==> src/rtl/bus_arbiter_rr.sv <==
// ---------------------------------------------------------------------------
// bus_arbiter_rr
//   Round-robin arbiter that shares one memory bus between MASTERS masters.
//   A grant is held until the slave answers (ready/fault) or the watchdog
//   forces a fault after TIMEOUT busy cycles (TIMEOUT = 0 disables it).
//
// Ports
//   clk, reset          : system clock, asynchronous active-high reset
//   m_*_in / m_*_out    : per-master bus, master i in slice i of each vector
//   *_out (common)      : bus toward the slave, driven only while BUSY
//   read_value_in       : slave read data
//   ready_in, fault_in  : slave completion / fault
//   grant_out           : one-hot grant while BUSY, 0 otherwise
//   busy_out            : high while a transaction is in flight
//
// state | meaning
// ------+------------------------------------------------------------
// IDLE  | no grant; pick next requester starting from ptr
// BUSY  | master g owns the bus; wait for ready/fault or watchdog
// ---------------------------------------------------------------------------
module bus_arbiter_rr #(
  parameter int MASTERS   = 2,
  parameter int TIMEOUT   = 255,
  parameter int PTR_WIDTH = $clog2(MASTERS)
) (
  input  logic                    clk,
  input  logic                    reset,
  input  logic [MASTERS*32-1:0]   m_address_in,
  input  logic [MASTERS-1:0]      m_read_in,
  input  logic [MASTERS-1:0]      m_write_in,
  input  logic [MASTERS*4-1:0]    m_write_mask_in,
  input  logic [MASTERS*32-1:0]   m_write_value_in,
  output logic [MASTERS*32-1:0]   m_read_value_out,
  output logic [MASTERS-1:0]      m_ready_out,
  output logic [MASTERS-1:0]      m_fault_out,
  output logic [31:0]             address_out,
  output logic                    read_out,
  output logic                    write_out,
  output logic [3:0]              write_mask_out,
  output logic [31:0]             write_value_out,
  input  logic [31:0]             read_value_in,
  input  logic                    ready_in,
  input  logic                    fault_in,
  output logic [MASTERS-1:0]      grant_out,
  output logic                    busy_out
);

  localparam int CNT_W = (TIMEOUT > 0) ? $clog2(TIMEOUT + 1) : 1;
  localparam logic [CNT_W-1:0] CNT_MAX = CNT_W'(TIMEOUT);

  typedef enum logic {IDLE = 1'b0, BUSY = 1'b1} state_t;

  state_t                 state_q, state_d;
  logic [PTR_WIDTH-1:0]   ptr_q, ptr_d;
  logic [PTR_WIDTH-1:0]   g_q, g_d;
  logic [CNT_W-1:0]       cnt_q, cnt_d;

  logic [MASTERS-1:0]     req;
  logic [PTR_WIDTH-1:0]   sel, sel_hi, sel_lo;
  logic                   sel_vld, hi_vld, lo_vld;
  logic                   resp, tmo;

  assign req  = m_read_in | m_write_in;
  assign resp = (state_q == BUSY) & (ready_in | fault_in);
  // A slave answer in the watchdog cycle takes precedence over the timeout.
  assign tmo  = (state_q == BUSY) & (TIMEOUT != 0) & (cnt_q == CNT_MAX)
              & ~ready_in & ~fault_in;

  // Rotating priority: lowest requester at or above ptr, else lowest overall.
  // Loops run high-to-low so the last hit is the lowest index.
  always_comb begin
    sel_hi = '0;
    sel_lo = '0;
    hi_vld = 1'b0;
    lo_vld = 1'b0;
    for (int i = MASTERS - 1; i >= 0; i--) begin
      if (req[i]) begin
        sel_lo = PTR_WIDTH'(i);
        lo_vld = 1'b1;
        if (PTR_WIDTH'(i) >= ptr_q) begin
          sel_hi = PTR_WIDTH'(i);
          hi_vld = 1'b1;
        end
      end
    end
    sel     = hi_vld ? sel_hi : sel_lo;
    sel_vld = lo_vld;
  end

  always_ff @(posedge clk or posedge reset) begin
    if (reset) begin
      state_q <= IDLE;
      ptr_q   <= '0;
      g_q     <= '0;
      cnt_q   <= '0;
    end else begin
      state_q <= state_d;
      ptr_q   <= ptr_d;
      g_q     <= g_d;
      cnt_q   <= cnt_d;
    end
  end

  always_comb begin
    state_d = state_q;
    ptr_d   = ptr_q;
    g_d     = g_q;
    cnt_d   = cnt_q;
    case (state_q)
      IDLE: begin
        if (sel_vld) begin
          g_d     = sel;
          cnt_d   = CNT_W'(1);
          state_d = BUSY;
        end
      end
      BUSY: begin
        if (resp || tmo) begin
          state_d = IDLE;
          ptr_d   = (g_q == PTR_WIDTH'(MASTERS - 1)) ? '0 : g_q + 1'b1;
          cnt_d   = '0;
        end else if ((TIMEOUT != 0) && (cnt_q != CNT_MAX)) begin
          cnt_d = cnt_q + 1'b1;
        end
      end
      default: state_d = IDLE;
    endcase
  end

  always_comb begin
    address_out      = '0;
    read_out         = 1'b0;
    write_out        = 1'b0;
    write_mask_out   = '0;
    write_value_out  = '0;
    grant_out        = '0;
    m_ready_out      = '0;
    m_fault_out      = '0;
    m_read_value_out = '0;
    busy_out         = (state_q == BUSY);
    if (state_q == BUSY) begin
      for (int i = 0; i < MASTERS; i++) begin
        if (g_q == PTR_WIDTH'(i)) begin
          address_out                 = m_address_in[32*i +: 32];
          read_out                    = m_read_in[i];
          write_out                   = m_write_in[i];
          write_mask_out              = m_write_mask_in[4*i +: 4];
          write_value_out             = m_write_value_in[32*i +: 32];
          grant_out[i]                = 1'b1;
          m_ready_out[i]              = resp | tmo;
          m_fault_out[i]              = (resp & fault_in) | tmo;
          m_read_value_out[32*i +: 32] = resp ? read_value_in : 32'h0;
        end
      end
    end
  end

endmodule

==> config.mk <==
export PLATFORM = sky130hd
export DESIGN_NAME = bus_arbiter_rr
export DESIGN_NICKNAME = d
export VERILOG_FILES = /design/src/rtl/bus_arbiter_rr.sv
export SDC_FILE = /design/constraint.sdc
export NUM_CORES = 1
export LEC_CHECK = 0
export CORE_AREA = 2 2 122 124
export DETAILED_ROUTE_END_ITERATION = 10
export DIE_AREA = 0 0 124 126
export PLACE_DENSITY_LB_ADDON = 0.08
export SLEW_MARGIN = 5
export SYNTH_ARGS = -nofsm -noshare
export SYNTH_HDL_FRONTEND = slang
export SYNTH_SLANG_ARGS = --single-unit
==> constraint.sdc <==
create_clock -name clk -period 2.65 [get_ports clk]
set_clock_uncertainty 0.2 [all_clocks]
set_input_delay 0.6625 -clock clk [delete_from_list [all_inputs] [get_ports clk]]
set_output_delay 0.6625 -clock clk [all_outputs]
set_load 0.05 [all_outputs]
==> summary.txt <==
Placement
  • Placed cell areas: 6090 um2
  • Placed insts: 789
  • Input/output buffers: 316
  • DP Wirelength: 11.4 mm
  • Placer Congestion: 0.823

Die
  • Die width: approximately 120 um
  • CORE AREA: 14300 um2
  • Row count: 44
  • Die Area: 15600 um2
  • Die height: 126 um
  • Initial Util: 0.146
  • I/O pins: 317

Drt
  • Initial drt markers: 72
  • Detailed-route via count: 3250
  • Vias per Instance: 4.08
  • Count of TritonRoute iterations in the first routing pass: 4
  • Antenna Nets Post-Route: 0
  • Drt total wl: 13.3 mm
  • DRC viols: 0
  • Routed len/inst: 16.7 um

CTS
  • CTS tree: done
  • Num CTS Buffers: 3
  • Clock tree buffer depth: 2
  • Clock Sink Count: 11
  • Clock latency at the later pin of the worst-skew pair: 0.24 ns
  • H-tree Lvls: 1
  • CTS root buf: clkbuf_16
  • Clk slew on worst S/H paths: ~0.04 ns

Synth
  • Sequential area share after synthesis: 0.132
  • Syn nets: 476
  • Post-Syn Area: 2090 um2
  • Post-synth EDFFs: 0
  • Top_reg_cell synth: dfrtp_1
  • Yosys cell types: 33
  • Cell count after synthesis: 299
  • Seq cells post-synth: 11
  • Asr flop ratio synth: 1.00
  • Yosys warnings: 0
  • Mapped Avg Cell Area: 7.00 um2

Final layout
  • Commonest non-fill, non-tap cell in the layout: clkdlybuf4s50_1
  • Nets: slightly below 800
  • Most frequent cells in the layout: 173 x clkdlybuf4s50_1, 82 x nor2_1, 80 x buf_4
  • Share of cells above drive strength 1: 0.324
  • Final cell count without fillers: 796
  • Cell area after layout: 6230 um2
  • Area growth syn-to-layout: 198%

STA
  • Tcrit/Tclk final: 0.975
  • Hold violation count in the final report: 0
  • Relative slew slack: 0.649
  • Tightest Pin Transition: about 0.53 ns
  • Worst Hold Slack: 0.309 ns
  • Fmax: 387 MHz
  • Setup TNS: 0 ns
  • Minimum clock period: about 2.6 ns
  • Final setup vio count: 0
  • Pins Over Slew Limit: 0
  • RSZ-0062 raised after global routing: no

Worst setup path
  • Largest stage delay, worst path: slightly below 0.5 ns
  • Crit start category: flop
  • CP most frequent cell: buf_12
  • Required @ worst endpoint: 1.79 ns
  • CP max-delay cell: dfrtp_4
  • Crit. End Element: output pin
  • Crit Path Class: reg2out
  • Worst Path Arrival: roughly 1.7 ns
  • Crit-path max FO: 16
  • Worst-path cell chain: or2b_1, nor2_4, buf_12, and2_1, buf_12

Status
  • Status: completed

Global route
  • All-Layer GR Usage: 0.162
  • Largest net degree at the start of global routing: 72
  • Vias in the first global route: 3404
  • M2 GR Usage: 0.344
  • GRT busiest layer: met2
  • Global-route wire length before repair: 19.2 mm
  • Grt met1 use: 0.151
  • Met3 GRT Util: 0.0412
  • Antenna violations before repair: 1
  • Global route overflow: 0

Worst hold path
  • Worst min path class: reg2reg

Pwr
  • Pwr dens: 656 nW/um2
  • Leakage: 2.85 nW
  • Worst vdd rail ir drop: 0.500 mV

Run
  • Max cap viols: 0
[Yosys cell counts, drive strengths merged (2+ instances only)]
cell / count / area [um2]
clkbuf: 14 / 52.6
nand2: 4 / 15.0
nor2: 85 / 319
and2: 66 / 413
mux2i: 70 / 701
nand3: 3 / 20.0
a21oi: 3 / 15.0
buf: 8 / 46.3
nand4: 2 / 12.5
a22o: 2 / 17.5
nor3: 2 / 10.0
dfrtp: 11 / 275
inv: 5 / 18.8
o21ai: 7 / 35.0
nor4: 2 / 12.5
[worst max-delay path, delay by kind of cell (launching register included)]
kind / cells / cell delay [ns]
buf+inv: 2 / 0.32
flops: 1 / 0.49
simple gates: 3 / 0.67
[layout make-up]
type,count,area (um2)
antenna,1,2.50
sequential,11,279
tap,184,230
clock buffer,4,78.8
timing repair buffer,330,3860
fill,1417,8090
inverter,5,18.8
multi-input combinational,261,1760
[per-stage QoR]
stage	util	power (W)	worst slack (ns)
2_1_floorplan	-	0.00232	0.0114
3_3_place_gp	0.426	0.00380	-0.191
3_5_place_dp	0.426	0.00381	-0.210
4_1_cts	0.435	0.00413	0.0361
5_1_grt	0.435	0.00428	0.00177
6_report	0.435	0.00409	0.0664
[what timing repair did]
action / 4_1_cts / 5_1_grt
endpoints found under the setup margin: 68 / 5
buffers inserted: 1 / 0
gates resized for setup: 8 / 3
hold buffers: 0 / 0
gates cloned: 1 / 0
pin swaps: 2 / 1
hold endpoints to repair: 0 / 0
[flip-flops by register name (all words and copies together), names as in the netlist]
| register | count |
|---|---|
| cnt_q | 8 |
| busy_out | 1 |
| g_q | 1 |
| ptr_q | 1 |
[report_power, final]
part,switching [W],total [W],internal [W]
combinational,0.00211,0.00360,0.00149
sequential,0.0000174,0.000207,0.000190
clock,0.0000753,0.000277,0.000202
total,0.00220,0.00409,0.00189
[routing by layer]
| metal | wire length (um) | up-vias |
|---|---|---|
| met5 | 0 | - |
| met3 | 1220 | 11 |
| met2 | 7690 | 180 |
| met1 | 4260 | 1434 |
| li1 | - | 1625 |
| met4 | 160 | 0 |
[kinds of logic (layout without fill, tap and decap cells)]
kind of cell,Yosys count,after routing,synth area share
adders and majority gates,1,1,0.00598
and+or+nand+nor,170,170,0.404
buffers and inverters,27,339,0.0562
other,0,1,0
xor gates and xnor gates,1,1,0.00419
DFF,11,11,0.132
muxes,70,70,0.335
AOI/OAI and AO/OA,19,19,0.0634
[final timing paths]
| check | start | endpoint | slack, ns | cells past startpoint |
|---|---|---|---|---|
| max reg2reg | cnt_q[0] | cnt_q[7] | 0.86 | 6 |
| max | g_q | m_read_value_out[0] | 0.07 | 5 |
| min reg2reg | ptr_q | ptr_q | 0.31 | 2 |
| min | ptr_q | ptr_q | 0.31 | 2 |
| max in group asynchronous | reset | g_q | 1.41 | 2 |
| min in group asynchronous | reset | cnt_q[2] | 0.52 | 2 |
Note: power is estimated with default switching activity, not from simulation.
